File: src/rtl/fwd_hazard_tracker.sv
// fwd_hazard_tracker
//   Tracks in-flight register writes across DEPTH post-decode stages and
//   resolves read-after-write dependences for the decode stage, by
//   forwarding a stage result or, when the value is not produced yet,
//   freezing the front end for a cycle.
//
// Ports
//   clk           rising-edge clock
//   rst           asynchronous active-low reset
//   issue_valid   decode presents an instruction
//   issue_wb_en   instruction writes a register
//   issue_dest    destination register of the issuing instruction
//   issue_is_load result is produced by memory
//   flush         branch taken; kill the FLUSH_DEPTH youngest stages
//   src_addr      source register per read port (port k at [k*REG_AW +: REG_AW])
//   src_used      source k is actually read
//   rf_data       register-file read data per port
//   stage_result  result currently held in each tracked stage
//   src_data      resolved operand per port
//   fwd_hit       port k takes a forwarded value
//   hazard        freeze PC, IF/ID and decode; insert a bubble
//   stall_count   saturating count of cycles with hazard
//   fwd_count     saturating count of non-stalled cycles with any forward
module fwd_hazard_tracker #(
  parameter int DATA_W      = 32,
  parameter int REG_AW      = 4,
  parameter int DEPTH       = 3,
  parameter int NUM_SRC     = 2,
  parameter int LOAD_STAGE  = 1,
  parameter int FLUSH_DEPTH = 1,
  parameter int FWD_EN      = 1,
  parameter int CNT_W       = 16
) (
  input  logic                        clk,
  input  logic                        rst,
  input  logic                        issue_valid,
  input  logic                        issue_wb_en,
  input  logic [REG_AW-1:0]           issue_dest,
  input  logic                        issue_is_load,
  input  logic                        flush,
  input  logic [NUM_SRC*REG_AW-1:0]   src_addr,
  input  logic [NUM_SRC-1:0]          src_used,
  input  logic [NUM_SRC*DATA_W-1:0]   rf_data,
  input  logic [DEPTH*DATA_W-1:0]     stage_result,
  output logic [NUM_SRC*DATA_W-1:0]   src_data,
  output logic [NUM_SRC-1:0]          fwd_hit,
  output logic                        hazard,
  output logic [CNT_W-1:0]            stall_count,
  output logic [CNT_W-1:0]            fwd_count
);

  localparam logic [CNT_W-1:0] CNT_ONE = {{(CNT_W-1){1'b0}}, 1'b1};

  // Tracked stage entries: index 0 is the youngest (EXE).
  logic [DEPTH-1:0]  v_r;
  logic [DEPTH-1:0]  ld_r;
  logic [REG_AW-1:0] dest_r [DEPTH];

  logic [CNT_W-1:0]          stall_cnt_r;
  logic [CNT_W-1:0]          fwd_cnt_r;

  logic [NUM_SRC*DATA_W-1:0] src_data_s;
  logic [NUM_SRC-1:0]        fwd_hit_s;
  logic                      hazard_raw_s;
  logic                      hazard_s;
  logic                      found_s;
  logic                      win_ready_s;
  logic [DATA_W-1:0]         win_data_s;

  // Per-port match search and operand resolution.
  always_comb begin
    src_data_s   = rf_data;
    fwd_hit_s    = {NUM_SRC{1'b0}};
    hazard_raw_s = 1'b0;
    found_s      = 1'b0;
    win_ready_s  = 1'b0;
    win_data_s   = {DATA_W{1'b0}};
    for (int k = 0; k < NUM_SRC; k++) begin
      found_s     = 1'b0;
      win_ready_s = 1'b0;
      win_data_s  = {DATA_W{1'b0}};
      // Scan oldest to youngest so the youngest match overwrites older ones.
      for (int i = DEPTH - 1; i >= 0; i--) begin
        if (src_used[k] && v_r[i] && (dest_r[i] == src_addr[k*REG_AW +: REG_AW])) begin
          found_s     = 1'b1;
          win_ready_s = !ld_r[i] || (i >= LOAD_STAGE);
          win_data_s  = stage_result[i*DATA_W +: DATA_W];
        end else begin
          found_s     = found_s;
        end
      end
      if (found_s) begin
        if (FWD_EN != 0) begin
          if (win_ready_s) begin
            fwd_hit_s[k]                     = 1'b1;
            src_data_s[k*DATA_W +: DATA_W]   = win_data_s;
          end else begin
            hazard_raw_s = 1'b1;
          end
        end else begin
          hazard_raw_s = 1'b1;
        end
      end else begin
        fwd_hit_s[k] = 1'b0;
      end
    end
    // An empty decode slot never needs to stall.
    hazard_s = hazard_raw_s & issue_valid;
  end

  // Stage shift, issue/flush insertion and saturating performance counters.
  always_ff @(posedge clk or negedge rst) begin
    if (!rst) begin
      v_r         <= {DEPTH{1'b0}};
      ld_r        <= {DEPTH{1'b0}};
      stall_cnt_r <= {CNT_W{1'b0}};
      fwd_cnt_r   <= {CNT_W{1'b0}};
      for (int i = 0; i < DEPTH; i++) begin
        dest_r[i] <= {REG_AW{1'b0}};
      end
    end else begin
      for (int i = DEPTH - 1; i >= 1; i--) begin
        if (flush && (i < FLUSH_DEPTH)) begin
          v_r[i] <= 1'b0;
        end else begin
          v_r[i] <= v_r[i-1];
        end
        dest_r[i] <= dest_r[i-1];
        ld_r[i]   <= ld_r[i-1];
      end
      // Flush beats hazard for the youngest slot; both give a bubble.
      v_r[0]    <= issue_valid & issue_wb_en & ~hazard_s & ~flush;
      dest_r[0] <= issue_dest;
      ld_r[0]   <= issue_is_load;

      if (hazard_s && !(&stall_cnt_r)) begin
        stall_cnt_r <= stall_cnt_r + CNT_ONE;
      end
      if ((|fwd_hit_s) && !hazard_s && !(&fwd_cnt_r)) begin
        fwd_cnt_r <= fwd_cnt_r + CNT_ONE;
      end
    end
  end

  assign src_data    = src_data_s;
  assign fwd_hit     = fwd_hit_s;
  assign hazard      = hazard_s;
  assign stall_count = stall_cnt_r;
  assign fwd_count   = fwd_cnt_r;

endmodule

File: config.mk
export PLATFORM = sky130hd
export DESIGN_NAME = fwd_hazard_tracker
export DESIGN_NICKNAME = d
export VERILOG_FILES = /design/src/rtl/fwd_hazard_tracker.sv
export SDC_FILE = /design/constraint.sdc
export NUM_CORES = 1
export LEC_CHECK = 0
export ABC_CLOCK_PERIOD_IN_PS = 3500
export CAP_MARGIN = 15
export CORE_AREA = 2 2 78 154
export CTS_BUF_LIST = sky130_fd_sc_hd__clkbuf_8
export CTS_CLUSTER_DIAMETER = 100
export DETAILED_ROUTE_END_ITERATION = 12
export DIE_AREA = 0 0 80 156
export GPL_TIMING_DRIVEN = 0
export HOLD_SLACK_MARGIN = 0.1
export PLACE_DENSITY = 0.81
export SLEW_MARGIN = 40
export SYNTH_ARGS = -nofsm -noshare
export SYNTH_HDL_FRONTEND = slang
export SYNTH_SLANG_ARGS = --single-unit
File: constraint.sdc
create_clock -name clk -period 3.5 [get_ports clk]
set_input_delay 0.7 -clock clk [delete_from_list [all_inputs] [get_ports clk]]
set_output_delay 0.7 -clock clk [all_outputs]
set_load 0.005 [all_outputs]
; ---- After elaboration in Yosys (flattened, before gate mapping)
; Index checks and enable logic that the tools add are counted.
[word_totals]
output_inout_bits = 99
reg_bits = 48
[op_classes]
reduce_logical = 22
mux = 26
addsub = 2
n_eq_ne = 6
bitwise = 6
[op_table]
columns = op, n
row1 = 32-bit two-way mux, 10
row2 = 16-bit by 1-bit adder with 16-bit output (second input constant), 2
row3 = 16-bit AND reduction, 2
row4 = 4-bit == test, 6
row5 = 1-bit two-way mux, 16
row6 = 1-bit logical AND, 15
row7 = 1-bit AND, 4
row8 = 1-bit zero test, 4
row9 = 1-bit inverter, 2
row10 = 2-bit OR reduction, 1

; ---- Longest topological paths before layout
[logic_depth]
depth_word = 13
depth_mapped = 10

; ---- Least setup slack after synthesis
; OpenSTA, ideal clock, no wires.
[synth_path]
path_type = input-to-output
startpoint = input src_addr[5]
endpoint = output src_data[59]
slack_ps = 447
path_buffers = 2
arrival_ps = 2353
required_time_ps = 2800
cell_stages = 8
cell_sequence = xor2_1 > nor4_4 > nor2_1 > mux2_2 > clkbuf_1 > clkbuf_1 > a311oi_1 > a21o_1
[synth_between]
elab_chain_len = 7
elab_cells_between_ends = 15
cone_classes = 3 x eq/ne / 9 x mux / 3 x reduce/logical
[synth_lines]
columns = item, line
row1 = start: declaration, 41  ; input logic [NUM_SRC*REG_AW-1:0] src_addr,
row2 = 4-bit == test, 84  ; if (src_used[k] && v_r[i] && (dest_r[i] == src_addr[k*REG_AW +: REG_AW])) begin
row3 = 1-bit logical AND, 84
row4 = 32-bit two-way mux or 1-bit two-way mux (tied branches) (3 in a row), 84
row5 = 32-bit two-way mux, 94  ; if (win_ready_s) begin
row6 = 32-bit two-way mux (*), 92  ; if (found_s) begin
row7 = end: declaration, 45  ; output logic [NUM_SRC*DATA_W-1:0] src_data,
; Every way passes the cells marked *; elsewhere a longest branch is shown, timed or not.

; ---- Worst setup path in the final report
[layout_path]
startpoint = input src_addr[4]
endpoint = output src_data[59]
; Same word-level chain as after synthesis.

==> flow_summary_export.csv <==
group,metric,value,unit
synthesis,ys_ff_latch,48,
clock_tree,cts_tree,"done",
worst_setup_path,end_kind,"output pin",
synthesis,ys_seq_area_share,28.5,%
worst_setup_path,cp-start-kind,"input port",
sta,period_needed,3.48,ns
sta,fmax,0.287,GHz
grt,grt_use_total,31.7,%
power_and_ir_drop,swShare,28.5,%
grt,antenna_found_initial,0,
clock_tree,clock_latency,0.31,ns
power_and_ir_drop,clock_power_share,22.5,%
synthesis,syn_inst,559,
die,num_rows,55,
sta,finalCritPeriodShare,99.4,%
drt,drt-pass1-iter-count,4,
sta,rsz0062_at_grt,"yes",
power_and_ir_drop,ir_drop,0.000334,V
worst_setup_path,crit_arrival,2.78,ns
die,die_y,156,um
sta,finalSetupViolations,0,
run,maxCapViolations,0,
synthesis,ys_warn_count,0,
grt,globalRouteMet2Util,59.3,%
synthesis,avgSynthCellArea,7.53,um^2
worst_setup_path,crit_type,"input port to output pin",
drt,wl,20400,um
clock_tree,cts_sinks,48,
sta,drv_slew,0,
status,status,"finished clean",
drt,wl_per_cell,20.3,um
grt,grt_pass1_wl,30500,um
power_and_ir_drop,p_int,1.06,mW
synthesis,synthAdderAreaFrac,0.595,%
power_and_ir_drop,p_per_area,191,nW/um^2
clock_tree,root_buffer,"clkbuf_8",
synthesis,synthArstFlopShare,100,%
sta,worst_slack,0.0209,ns
synthesis,synth_fp_nets,741,
power_and_ir_drop,p_switching,0.422,mW
synthesis,synth-xor-area-share,9.16,%
drt,vias,5510,
placed_design,io_buffer_count,278,
sta,skew,0.0144,ns
worst_setup_path,crit_fanout,10,
placed_design,place_ws,-1.32,ns
grt,grt.busiest_layer,"met2",
drt,avgViaCountPerCell,5.48,
power_and_ir_drop,power.total,1.48,mW
die,die_w,80,um
power_and_ir_drop,comb_power_share,36.4,%
cells_and_area,fin_nets,1043,
drt,drt_iter0_markers,176,
synthesis,synth_top_family_by_area,"compound AO/OA/AOI/OAI gates",
grt,gr-total-overflow,0,
min_path,hold_class,"input port to asynchronous set/reset pin",
drt,ant_nets,0,
power_and_ir_drop,p_seq_share,41.1,%
clock_tree,numCtsBuffers,5,
sta,max_slew.worst_pin.slew,0.616,ns
die,coreArea,11300,um^2
cells_and_area,syn_to_final_growth,84.2,%
placed_design,dpl.hpwl,16400,um
sta,relSlewSlack,58.4,%
sta,hold_violations,0,
placed_design,place_congestion,0.922,
synthesis,synth.distinct_cells,44,
synthesis,synth_mux_area_share,14.4,%
grt,grtUsageMet3,8.51,%
synthesis,synthSimpleGateAreaFrac,20.1,%
die,start_util,37.3,%
synthesis,synth-compound-area-share,22.5,%
grt,grt_pass1_vias,5683,
die,ioPinCount,279,
grt,grtUsageMet1,29.3,%
clock_tree,clkTransAtPathRegs,0.09,ns
drt,drc,0,
grt,grt_start_max_net_pins,46,
die,dieArea,12500,um^2
cells_and_area,drive_above_1_share,12.6,%
synthesis,synth_area,4210,um^2
clock_tree,clockBufferDepth,2,
clock_tree,htree_levels,2,
synthesis,synth_edf_count,0,
power_and_ir_drop,leakagePower,3.40,nW
synthesis,synth_flop_cell,"dfrtp_1",
clock_tree,ctsHoldBuffers,0,
worst_setup_path,cp.required,2.80,ns
[layout by cell type, fill, tap and decap left out, types with 9 or more instances in the layout]
| cell type | netlist | final |
|---|---|---|
| buf_4 | 2 | 22 |
| o21ai_0 | 118 | 96 |
| dfrtp_1 | 48 | 48 |
| xor2_1 | 14 | 14 |
| dlygate4sd2_1 | 0 | 47 |
| clkbuf_8 | 0 | 17 |
| o211ai_1 | 9 | 9 |
| xnor2_1 | 30 | 29 |
| nor2_1 | 13 | 13 |
| buf_2 | 6 | 10 |
| nand3_1 | 11 | 11 |
| inv_1 | 11 | 10 |
| clkdlybuf4s50_1 | 0 | 202 |
| mux2i_1 | 56 | 56 |
| nand2_1 | 139 | 137 |
| o21ai_1 | 1 | 18 |
[Yosys cell counts, types with 2 or more instances]
cell type	number	share of area, %
nor3_1	4	0.48
a222oi_1	2	0.48
xnor2_1	30	6.2
ha_1	2	0.59
and3_1	5	0.74
inv_1	11	0.98
dfrtp_1	48	29
nor2b_1	4	0.59
o21ai_0	118	14
buf_4	2	0.36
xor2_1	14	2.9
nand2_1	139	12
a211oi_1	2	0.36
mux2_2	3	0.80
buf_1	3	0.27
o211ai_1	9	1.6
o2111ai_1	6	1.2
and4_1	4	0.83
clkbuf_1	26	2.3
buf_2	6	0.71
nor2_1	13	1.2
a311oi_1	6	1.2
mux2i_1	56	13
nand4_1	5	0.74
a21oi_1	5	0.59
o22ai_1	2	0.30
nand3_1	11	1.3
a21o_1	7	1.2
[registers in the layout, summed over array words and instances, names as in the netlist]
| signal | count |
|---|---|
| fwd_count | 16 |
| stall_count | 16 |
| dest_r | 12 |
| v_r | 3 |
| ld_r | 1 |
[what timing repair did]
action / CTS / global route
gates cloned: 1 / 0
endpoints found under the setup margin: 67 / 40
resized for setup: 235 / 24
pin swaps: 14 / 8
setup buffers: 12 / 3
[power by group through the flow]
stage	Sequential (mW)	Combinational, mW	Clock, mW
after global routing	0.615	0.582	0.371
final	0.609	0.539	0.333
after floorplan	0.616	0.145	0
after detailed placement	0.620	0.545	0
after CTS	0.609	0.536	0.346
after global placement	0.619	0.533	0
[final cells by class]
cell class                      instances  area (um^2)
Antenna cell                            1         2.50
Buffer                                 37          404
Clock buffer                            5         68.8
Clock inverter                          3         21.3
Fill cell                             978         3530
Inverter                               12         45.0
Multi-Input combinational cell        462         2980
Sequential cell                        48         1200
Tap cell                              142          178
Timing Repair Buffer                  295         2860
[stage by stage]
stage / std cells / util, % / cell area (um^2) / TNS (ns) / hold WS (ns)
floorplan: 559 / - / 4210 / 0 / 0.374
global placement: 979 / 63.5 / 7170 / -78.10 / 0.415
detailed placement: 980 / 63.7 / 7190 / -77.95 / 0.421
CTS: 1001 / 67.9 / 7660 / 0 / 0.166
global route: 1004 / 68.7 / 7750 / -0.0813 / 0.166
finish: 1005 / 68.7 / 7750 / 0 / 0.178
[layer usage]
layer  up-vias  part of all wire [%]
met4         0                   6.1
met2       256                    53
met3        74                   8.4
li1       2577                     -
met1      2603                    32
met5         -                     0
[final timing paths]
| check | slack, ns | depth (start not counted) | end | startpoint |
|---|---|---|---|---|
| min in group clk | 0.43 | 0 | v_r[1]$_DFF_PN0_ | v_r[0]$_DFF_PN0_ |
| max in group asynchronous | 2.91 | 2 | ld_r[0]$_DFF_PN0_ | rst |
| worst max-delay path | 0.02 | 10 | src_data[59] | src_addr[4] |
| worst min register to register | 0.43 | 0 | v_r[1]$_DFF_PN0_ | v_r[0]$_DFF_PN0_ |
| worst min-delay path | 0.18 | 1 | stall_count[5]$_DFFE_PN0P_ | rst |
| worst max register to register | 0.77 | 9 | fwd_count[10]$_DFFE_PN0P_ | dest_r[10]$_DFF_PN0_ |
[logic make-up after synthesis]
logic type | after synthesis
flip-flops | 48
XOR/XNOR | 44
AO/OA/AOI/OAI | 164
buffers and inverters | 49
adder cells (fa/ha/maj) | 2
multiplexers | 60
AND/OR/NAND/NOR | 192
[critical path: stages]
cell and delay, ns:
buf_4 0.11, inv_2 0.05, a222oi_1 0.34, nand4b_1 0.26
mux2_4 0.39, clkbuf_8 0.17, clkbuf_16 0.17, a311oi_4 0.26
a21o_1 0.11, dlygate4sd2_1 0.22
Power figures use the tool's default switching activity.
==> patch, RTL diff (same flow settings) <==
Reset style: synchronous (`rst`), changed in one clocked block. Comments in the files are not updated.
--- a/src/rtl/fwd_hazard_tracker.sv
+++ b/src/rtl/fwd_hazard_tracker.sv
@@ -111,3 +111,3 @@
   // Stage shift, issue/flush insertion and saturating performance counters.
-  always_ff @(posedge clk or negedge rst) begin
+  always_ff @(posedge clk) begin
     if (!rst) begin
Behaviour: differs if rst is asserted again (counterexample within 4 cycles, from zero or initial values and one cycle with rst low); with rst held inactive, the same outputs for 10 cycles.
==> patch against the original RTL <==
  * Sequential power down 8.2%
  * Highest routed layer unchanged
  * Synthesized cell count grew 17%
  * Sequential share of layout area is 3.0 points lower
  * Count of clock-buffer cells in the layout unchanged
  * Cell area is 0.58% lower
  * Maximum frequency about the same
  * Critical path type unchanged
  * Total power decreased by 9.8%
  * Sequential cell count did not move
  * Worst setup slack got worse by 0.0028 ns
  * Non-clock buffer count up 18
  * Clock skew decreased by 0.0046 ns
  * Wire length grew 3.9%
  * Area after synthesis shrank 0.12%
==> patch: results (changes against the original RTL) <==
[status]
status=completed

[critical_path]
slowest_stage=nor4b_4
worst_r2r_path_depth=8  ; -1
r2r_slack_ns=0.68  ; -0.09 ns
reg2reg_from=dest_r[0][3]$_SDFF_PN0_

[synthesis]
yosys-top-cells-count=nand2_1 (136), a21oi_1 (97), o21ai_0 (82)
ys_types=42  ; -4.5%
synth_flop_cell=dfxtp_1
async_flop_share=0  ; -1.00
synthMuxAreaShare=0.0905  ; -0.0534
synth_compound_area_frac=0.284  ; +0.0592

[global_routing]
met1_usage=0.297  ; +0.00311
grt_max_degree=17  ; -63%
track_usage=0.317  ; about the same
use_met3=0.0856  ; +0.000579
first_global_vias=5689  ; +0.11%

[power]
leakagePower_nw=3.20  ; -5.9%

[sta]
tightest_slew_ns=0.855  ; +0.239 ns
fin_skew_ns=0.00987  ; -0.00458 ns

[placed_design]
dp_slack_ns=-1.81  ; -0.500 ns
place_congestion=0.924  ; +0.18%

[routing]
wl_met2_um=11300  ; +4.4%
num_vias=6140  ; +11%
drt_iter0_drc=344  ; +95%
wl_per_cell_um=19.1  ; -5.8%

[hold_path]
worstHoldPathType=register to register

## patch: cell count changes after synthesis, sizes merged, moves of 9 or more
cell    unedited run  this run
buf               11         2
clkbuf            26        43
nor2              13        55
mux2i             56        38
xnor2             30         4
dfxtp              0        48
or3                1        12
o21ai            119        82
and2               1        14
dfrtp             48         0
a21oi              5        98
## patch: logic make-up (layout without fill, tap and decap cells)
kind of cell / count (synthesis) / in the layout
AND/OR/NAND/NOR: 269 / 269
AO/OA/AOI/OAI: 210 / 210
buffers and inverters: 64 / 377
flip-flops: 48 / 48
multiplexers: 38 / 38
XOR/XNOR: 22 / 22
adder cells (fa/ha/maj): 2 / 2
other: 0 / 1
## patch: final cells by class
class / instances / area [um^2]
Sequential cell: 48 / 961
Buffer: 42 / 420
Antenna cell: 1 / 2.50
Timing Repair Buffer: 308 / 2850
Multi-Input combinational cell: 541 / 3140
Fill cell: 978 / 3580
Clock inverter: 3 / 23.8
Inverter: 19 / 71.3
Clock buffer: 5 / 68.8
Tap cell: 142 / 178
## patch: power groups by stage
stage / Sequential [W] / Clock (W) / Combinational [W]
after floorplan: 0.000570 / 0 / 0.000119
after global placement: 0.000572 / 0 / 0.000447
after detailed placement: 0.000572 / 0 / 0.000451
after CTS: 0.000559 / 0.000348 / 0.000436
after global routing: 0.000560 / 0.000358 / 0.000474
final: 0.000559 / 0.000337 / 0.000440
## patch: worst max-delay path by stage
stage / start / endpoint / slack [ns] / depth (start not counted)
floorplan: src_addr[6] / src_data[35] / 0.20 / 9
global placement: src_addr[6] / src_data[63] / -1.79 / 11
detailed placement: src_addr[6] / src_data[63] / -1.81 / 11
CTS: src_addr[0] / src_data[16] / -0.08 / 12
global route: src_addr[7] / src_data[44] / -0.05 / 12
finish: src_addr[7] / src_data[36] / 0.02 / 12
